<file path="src/rtl/pixy_reset_pkg.sv">
// Shared definitions for the 68000 reset/halt monitor.
// Holds the FSM state encoding and the default timing constants.
package pixy_reset_pkg;

    typedef enum logic [2:0] {
        ST_WAIT_RUN = 3'd0,
        ST_IDLE     = 3'd1,
        ST_MEASURE  = 3'd2,
        ST_STRETCH  = 3'd3,
        ST_HALTED   = 3'd4
    } state_t;

    localparam int unsigned DEF_MIN_PULSE = 16;
    localparam int unsigned DEF_STRETCH   = 64;
    localparam int unsigned DEF_HALT_MIN  = 256;

endpackage

</file>
<file path="src/rtl/cpu_reset_monitor_line_sync.sv">
// Multi-stage synchronizer for one asynchronous pin; i_d is already active-high.
// The flops clear to 0 (not asserted) on RESET_ALL_IN.
module line_sync #(
    parameter int unsigned SYNC_STAGES = 2
) (
    input  logic MCLK_IN,
    input  logic RESET_ALL_IN,
    input  logic i_d,
    output logic o_q
);

    logic [SYNC_STAGES-1:0] r_sync;

    // NOTE: clocked state uses non-blocking assignments so each stage takes the pre-edge value of the one before.
    always_ff @(posedge MCLK_IN or posedge RESET_ALL_IN) begin
        if (RESET_ALL_IN) begin
            r_sync <= '0;
        end else begin
            r_sync <= {r_sync[SYNC_STAGES-2:0], i_d};
        end
    end

    assign o_q = r_sync[SYNC_STAGES-1];

endmodule

</file>
<file path="src/rtl/cpu_reset_monitor.sv">
// Decodes CPU-driven RESET (RESET instruction) and HALT events into a stretched peripheral reset and a halt flag.
// Optional saturating event counter on RESET_EVENTS when CPU_RESET_MONITOR_COUNT_EN is defined.
module cpu_reset_monitor
    import pixy_reset_pkg::*;
#(
    parameter int unsigned SYNC_STAGES = 2,
    parameter int unsigned MIN_PULSE   = DEF_MIN_PULSE,
    parameter int unsigned STRETCH     = DEF_STRETCH,
    parameter int unsigned HALT_MIN    = DEF_HALT_MIN
) (
    input  logic       MCLK_IN,
    input  logic       RESET_ALL_IN,
    input  logic       RUN_IN,
    input  logic       CPU_RESET_N_IN,
    input  logic       CPU_HALT_N_IN,
    output logic       PERIPH_RESET,
    output logic       RESET_SEEN,
    output logic       CPU_HALTED
`ifdef CPU_RESET_MONITOR_COUNT_EN
    ,
    output logic [7:0] RESET_EVENTS
`endif
);

    localparam int PW = $clog2(MIN_PULSE + 1);
    localparam int SW = $clog2(STRETCH + 1);
    localparam int HW = $clog2(HALT_MIN + 1);
    localparam logic [PW-1:0] PULSE_MAX    = PW'(MIN_PULSE);
    localparam logic [SW-1:0] STRETCH_LOAD = SW'(STRETCH);
    localparam logic [HW-1:0] HALT_MAX     = HW'(HALT_MIN);
    localparam logic [HW-1:0] HALT_LAST    = HW'(HALT_MIN - 1);

    logic          w_rst_s;
    logic          w_halt_s;
    state_t        r_state;
    state_t        w_next_state;
    logic [PW-1:0] r_pulse_cnt;
    logic [PW-1:0] w_pulse_cnt_next;
    logic [SW-1:0] r_stretch_cnt;
    logic [HW-1:0] r_halt_cnt;
    logic          r_periph_reset;
    logic          r_reset_seen;
    logic          w_pulse_sat;
    logic          w_stretch_done;
    logic          w_qualified;

    line_sync #(.SYNC_STAGES(SYNC_STAGES)) u_sync_rst (
        .MCLK_IN      (MCLK_IN),
        .RESET_ALL_IN (RESET_ALL_IN),
        .i_d          (~CPU_RESET_N_IN),
        .o_q          (w_rst_s)
    );

    line_sync #(.SYNC_STAGES(SYNC_STAGES)) u_sync_halt (
        .MCLK_IN      (MCLK_IN),
        .RESET_ALL_IN (RESET_ALL_IN),
        .i_d          (~CPU_HALT_N_IN),
        .o_q          (w_halt_s)
    );

    assign w_pulse_sat    = (r_pulse_cnt == PULSE_MAX);
    assign w_stretch_done = (r_stretch_cnt <= SW'(1));
    assign w_qualified    = (r_state == ST_MEASURE) && (w_next_state == ST_STRETCH);

    always_ff @(posedge MCLK_IN or posedge RESET_ALL_IN) begin
        if (RESET_ALL_IN) begin
            r_state <= ST_WAIT_RUN;
        end else begin
            r_state <= w_next_state;
        end
    end

    // NOTE: every combinational output gets a default first, so no path leaves it unassigned (no latch).
    always_comb begin
        w_next_state = r_state;
        if (!RUN_IN) begin
            w_next_state = ST_WAIT_RUN;
        end else begin
            case (r_state)
                ST_WAIT_RUN: if (!w_rst_s && !w_halt_s) w_next_state = ST_IDLE;
                ST_IDLE: begin
                    if (w_rst_s)                                w_next_state = ST_MEASURE;
                    else if (w_halt_s && r_halt_cnt == HALT_LAST) w_next_state = ST_HALTED;
                end
                ST_MEASURE: if (!w_rst_s) w_next_state = w_pulse_sat ? ST_STRETCH : ST_IDLE;
                ST_STRETCH: begin
                    if (w_rst_s)             w_next_state = ST_MEASURE;
                    else if (w_stretch_done) w_next_state = ST_IDLE;
                end
                ST_HALTED: begin
                    if (w_rst_s)        w_next_state = ST_MEASURE;
                    else if (!w_halt_s) w_next_state = ST_IDLE;
                end
                default: w_next_state = ST_WAIT_RUN;
            endcase
        end
    end

    // Every entry into MEASURE restarts the count at 1, including re-triggers from STRETCH and HALTED.
    always_comb begin
        w_pulse_cnt_next = '0;
        if (w_next_state == ST_MEASURE) begin
            if (r_state != ST_MEASURE) w_pulse_cnt_next = PW'(1);
            else if (w_pulse_sat)      w_pulse_cnt_next = r_pulse_cnt;
            else                       w_pulse_cnt_next = r_pulse_cnt + PW'(1);
        end
    end

    always_ff @(posedge MCLK_IN or posedge RESET_ALL_IN) begin
        if (RESET_ALL_IN) begin
            r_pulse_cnt    <= '0;
            r_stretch_cnt  <= '0;
            r_halt_cnt     <= '0;
            r_periph_reset <= 1'b0;
            r_reset_seen   <= 1'b0;
        end else begin
            r_pulse_cnt  <= w_pulse_cnt_next;
            r_reset_seen <= w_qualified;

            if (w_qualified)                     r_stretch_cnt <= STRETCH_LOAD;
            else if (w_next_state == ST_STRETCH) r_stretch_cnt <= r_stretch_cnt - SW'(1);
            else                                 r_stretch_cnt <= '0;

            if (r_state == ST_IDLE && w_next_state == ST_IDLE && w_halt_s) begin
                if (r_halt_cnt != HALT_MAX) r_halt_cnt <= r_halt_cnt + HW'(1);
            end else begin
                r_halt_cnt <= '0;
            end

            // A re-trigger from STRETCH keeps the peripheral reset asserted across MEASURE.
            case (w_next_state)
                ST_STRETCH: r_periph_reset <= 1'b1;
                ST_MEASURE: r_periph_reset <= r_periph_reset | (w_pulse_cnt_next == PULSE_MAX);
                default:    r_periph_reset <= 1'b0;
            endcase
        end
    end

    always_comb begin
        PERIPH_RESET = r_periph_reset;
        RESET_SEEN   = r_reset_seen;
        CPU_HALTED   = (r_state == ST_HALTED);
    end

`ifdef CPU_RESET_MONITOR_COUNT_EN
    logic [7:0] r_reset_events;

    // Survives RUN_IN drops; only RESET_ALL_IN clears it.
    always_ff @(posedge MCLK_IN or posedge RESET_ALL_IN) begin
        if (RESET_ALL_IN) begin
            r_reset_events <= 8'd0;
        end else if (w_qualified && r_reset_events != 8'hFF) begin
            r_reset_events <= r_reset_events + 8'd1;
        end
    end

    assign RESET_EVENTS = r_reset_events;
`endif

endmodule

</file>
<file path="config.mk">
export PLATFORM = sky130hd
export DESIGN_NAME = cpu_reset_monitor
export DESIGN_NICKNAME = d
export VERILOG_FILES = /design/src/rtl/pixy_reset_pkg.sv /design/src/rtl/cpu_reset_monitor_line_sync.sv /design/src/rtl/cpu_reset_monitor.sv
export SDC_FILE = /design/constraint.sdc
export NUM_CORES = 1
export LEC_CHECK = 0
export BUFFER_PORTS_ARGS = -buffer_cell sky130_fd_sc_hd__clkbuf_2
export CORE_AREA = 2 2 60 62
export DETAILED_ROUTE_END_ITERATION = 7
export DIE_AREA = 0 0 62 64
export PLACE_DENSITY = 0.76
export SLEW_MARGIN = 10
export SYNTH_ARGS = -nofsm -noshare
export SYNTH_HDL_FRONTEND = slang
export SYNTH_SLANG_ARGS = --single-unit
</file>
<file path="constraint.sdc">
create_clock -name MCLK_IN -period 3.8 [get_ports MCLK_IN]
set_input_delay 0.38 -clock MCLK_IN [delete_from_list [all_inputs] [get_ports MCLK_IN]]
set_output_delay 0.38 -clock MCLK_IN [all_outputs]
set_load 0.03 [all_outputs]
</file>
==> results.toml <==
[status]
outcome = "finished clean"

[cells_and_area]
leading_cell_type_in_the_layout_fill_and_taps_excluded = "sky130_fd_sc_hd__dfrtp_1"
fin_nets = 179
final-instance-count-excl-fill = 212
layout.area.seq_um2 = 751
insertedDiodeCount = 0
share_of_layout_cells_above_drive_strength_1_pct = 15.1
multi_input_area_um2 = 761
fillerInstances = 308
layout.cells.most_common_list = "sky130_fd_sc_hd__dfrtp_1 (30), sky130_fd_sc_hd__nor2_1 (27), sky130_fd_sc_hd__inv_1 (12)"
flow.area_growth_from_synthesis_pct = 8.44

[logic_synthesis]
synth_top_family_by_area = "simple AND/OR/NAND/NOR gates"
synth-seq-area-share_pct = 47.8
synth.mux.area_fraction_pct = 1.43
post_synth_and_or_nand_nor_area_fraction_pct = 23.6
synth_xor_xnor_area_share_pct = 8.36
synth.yosys.warnings = 0
ys_async_sr_fraction_pct = 100
synthFlopType = "sky130_fd_sc_hd__dfrtp_1"
post_synth_main_area_contributors = "sky130_fd_sc_hd__dfrtp_1 (48%), sky130_fd_sc_hd__nor2_1 (6.4%), sky130_fd_sc_hd__ha_1 (5.6%), sky130_fd_sc_hd__xnor2_1 (5.0%), sky130_fd_sc_hd__xor2_1 (3.3%)"
synth.distinct_cells = 36
count_of_flip_flops_with_a_built_in_enable_after_synthesis = 0
synth_top_area_share_pct = 47.8
synth_largest_area_cell = "sky130_fd_sc_hd__dfrtp_1"
ffs_latches_synth = 30
synth-compound-area-share_pct = 9.47
synth.avg_cell_area_um2 = 10.1
netlist_instances = 155
syn_area_um2 = 1570
synth-adder-area-share_pct = 5.57
syn-num-nets = 167

[route]
detailed_router_s_first_iteration_violation_count = 45
iteration_count_of_the_initial_detailed_routing_pass = 4
totalWireLength_um = 2760
via_count = 1088
final_antenna_net_count = 0
drc = 0
wl_per_cell_um = 13.0
route.detailed.vias_per_inst = 5.13

[floorplanning]
design.die.area_um2 = 3970
io_pins = 8
num_rows = 21
die_x_um = 62
core_area_um2 = 3280
initial_core_util_pct = 47.8
vertical_extent_of_the_die_um = 64

[timing]
finalHoldViolations = 0
worst-slew-pin-transition_ns = 1.03
final_period_minus_worst_setup_slack_ns = 2.07
maxSlewViolCount = 0
post-route-period-util_pct = 54.5
max_slew_margin_pct = 30.7
grt_setup_unrepaired = "false"
setup_viol = 0
finalClockSkew_ns = 0.0127
postLayoutSetupSlackWorst_ns = 1.73
max_freq_mhz = 483
sum_of_negative_setup_slack_ns = 0
hold_slack_ns = 0.141

[global_routing]
grt_overflow_total = 0
busiest_layer = "met2"
grt_antenna_before_repair = 0
grtUsageMet2_pct = 26.4
grt_pass1_vias = 1149
grt_pass1_wl_um = 4850
grt_start_max_net_pins = 31
groute.layer.met1.usage_pct = 20.5
groute.layer.met3.usage_pct = 5.47
grt_usage_pct = 16.7

[clock_tree]
clock_path_buffers = 2
root_buffer = "sky130_fd_sc_hd__clkbuf_4"
cts_setup_buffers = 0
numClockSinks = 30
clkTransAtPathRegs_ns = 0.10
cts_max_level = 2
number_of_buffers_inserted_during_clock_tree_synthesis = 5
worstSkewPairLatency_ns = 0.33
clock_tree_from_tritoncts = "yes"
postCtsHoldBufs = 0
cts_resized = 0

[setup_path]
cp_class = "reg -> reg"
timing.critical_path.to_type = "flip-flop"
r2r_cells = 6
r2r_start = "r_halt_cnt[0]$_DFFE_PP0P_"
reg2reg_slack_ns = 1.73
r2r_end = "r_halt_cnt[1]$_DFFE_PP0P_"
setup.worst_path.start_class = "flip-flop"
crit_fanout = 9
endpoint_required_time_on_the_critical_path_ns = 4.05
end_of_the_critical_path = "r_halt_cnt[1]$_DFFE_PP0P_"
worst_ep_arrival_time_ns = 2.33
worst_setup_path_startpoint = "r_halt_cnt[0]$_DFFE_PP0P_"

[placed_design]
place_congestion = 0.779
pre_cts_ws_ns = 1.74
hpwl_after_detailed_placement_um = 2010
post-place-cells = 206
placement.io_buffers = 7

[pwr]
power.density_nw_per_um2 = 314
power.ir.vdd_worst_uv = 146
power.static_leakage_uw = 0.000775
total_power_consumption_uw = 535

[hold_path]
worst_hold_path_type = "in -> async"

[flow_run]
maxcap_violations = 0
## metrics by stage
step                      instance area [µm²]  utilization [%]
final                                    1700             51.9
after global routing                     1700             51.9
after CTS                                1700             51.9
after detailed placement                 1650             50.3
after global placement                   1650             50.3
after floorplan                          1570                -
## cells by family after synthesis
logic type	Yosys count
simple gates	68
flops	30
compound gates	18
xor+xnor	15
buf+inv	15
fa+ha+maj	7
mux	2
## layout make-up
type	count	share of cell area, %
Sequential cell	30	44.1
Multi-Input combinational cell	110	44.6
Inverter	13	2.86
Timing Repair Buffer	7	2.06
Clock buffer	6	3.01
Tap cell	46	3.38
## power breakdown
| part | leakage (µW) | internal (µW) | switching [µW] |
|---|---|---|---|
| logic | 0.000336 | 8.16 | 15.0 |
| clock network | 0.0000302 | 83.2 | 103 |
| registers | 0.000409 | 322 | 3.55 |
## cells in the mapped netlist, drive strengths merged (2+ instances only)
master	n
nand3	7
o21ai	3
nor3	2
nor2	27
and3	5
xor2	6
nand2	7
xnor2	9
nor3b	3
nor2b	4
mux2	2
a21oi	7
or3	3
ha	7
dfrtp	30
nand2b	2
inv	13
## worst min-delay path by stage
stage | startpoint | endpoint | depth (start not counted)
after global routing | CPU_HALT_N_IN | u_sync_halt.r_sync[0]$_DFF_PP0_ | 2
after detailed placement | u_sync_halt.r_sync[0]$_DFF_PP0_ | u_sync_halt.r_sync[1]$_DFF_PP0_ | 0
after global placement | u_sync_halt.r_sync[0]$_DFF_PP0_ | u_sync_halt.r_sync[1]$_DFF_PP0_ | 0
after CTS | CPU_HALT_N_IN | u_sync_halt.r_sync[0]$_DFF_PP0_ | 2
final | RESET_ALL_IN | r_stretch_cnt[3]$_DFF_PP0_ | 2
after floorplan | u_sync_halt.r_sync[0]$_DFF_PP0_ | u_sync_halt.r_sync[1]$_DFF_PP0_ | 0
## worst max-delay path: stages, from the launching register on
cell and delay, ns:
sky130_fd_sc_hd__dfrtp_1 0.42, sky130_fd_sc_hd__ha_1 0.25, sky130_fd_sc_hd__and3_1 0.19, sky130_fd_sc_hd__and3_1 0.18, sky130_fd_sc_hd__ha_1 0.21, sky130_fd_sc_hd__or3b_2 0.58
sky130_fd_sc_hd__nor2_1 0.16
## routing by layer
layer / wire length, µm / part of all wire (%)
met1: 1250 / 45
met2: 1370 / 50
met3: 117 / 4.2
met4: 26 / 0.94
met5: 0 / 0
## flip-flops by register name (all words and copies together), names as in the netlist
register,cells
u_sync_rst.r_sync,2
r_pulse_cnt,5
r_state,3
r_halt_cnt,9
RESET_SEEN,1
u_sync_halt.r_sync,2
PERIPH_RESET,1
r_stretch_cnt,7
No activity file was read; power rests on OpenSTA's default activity.
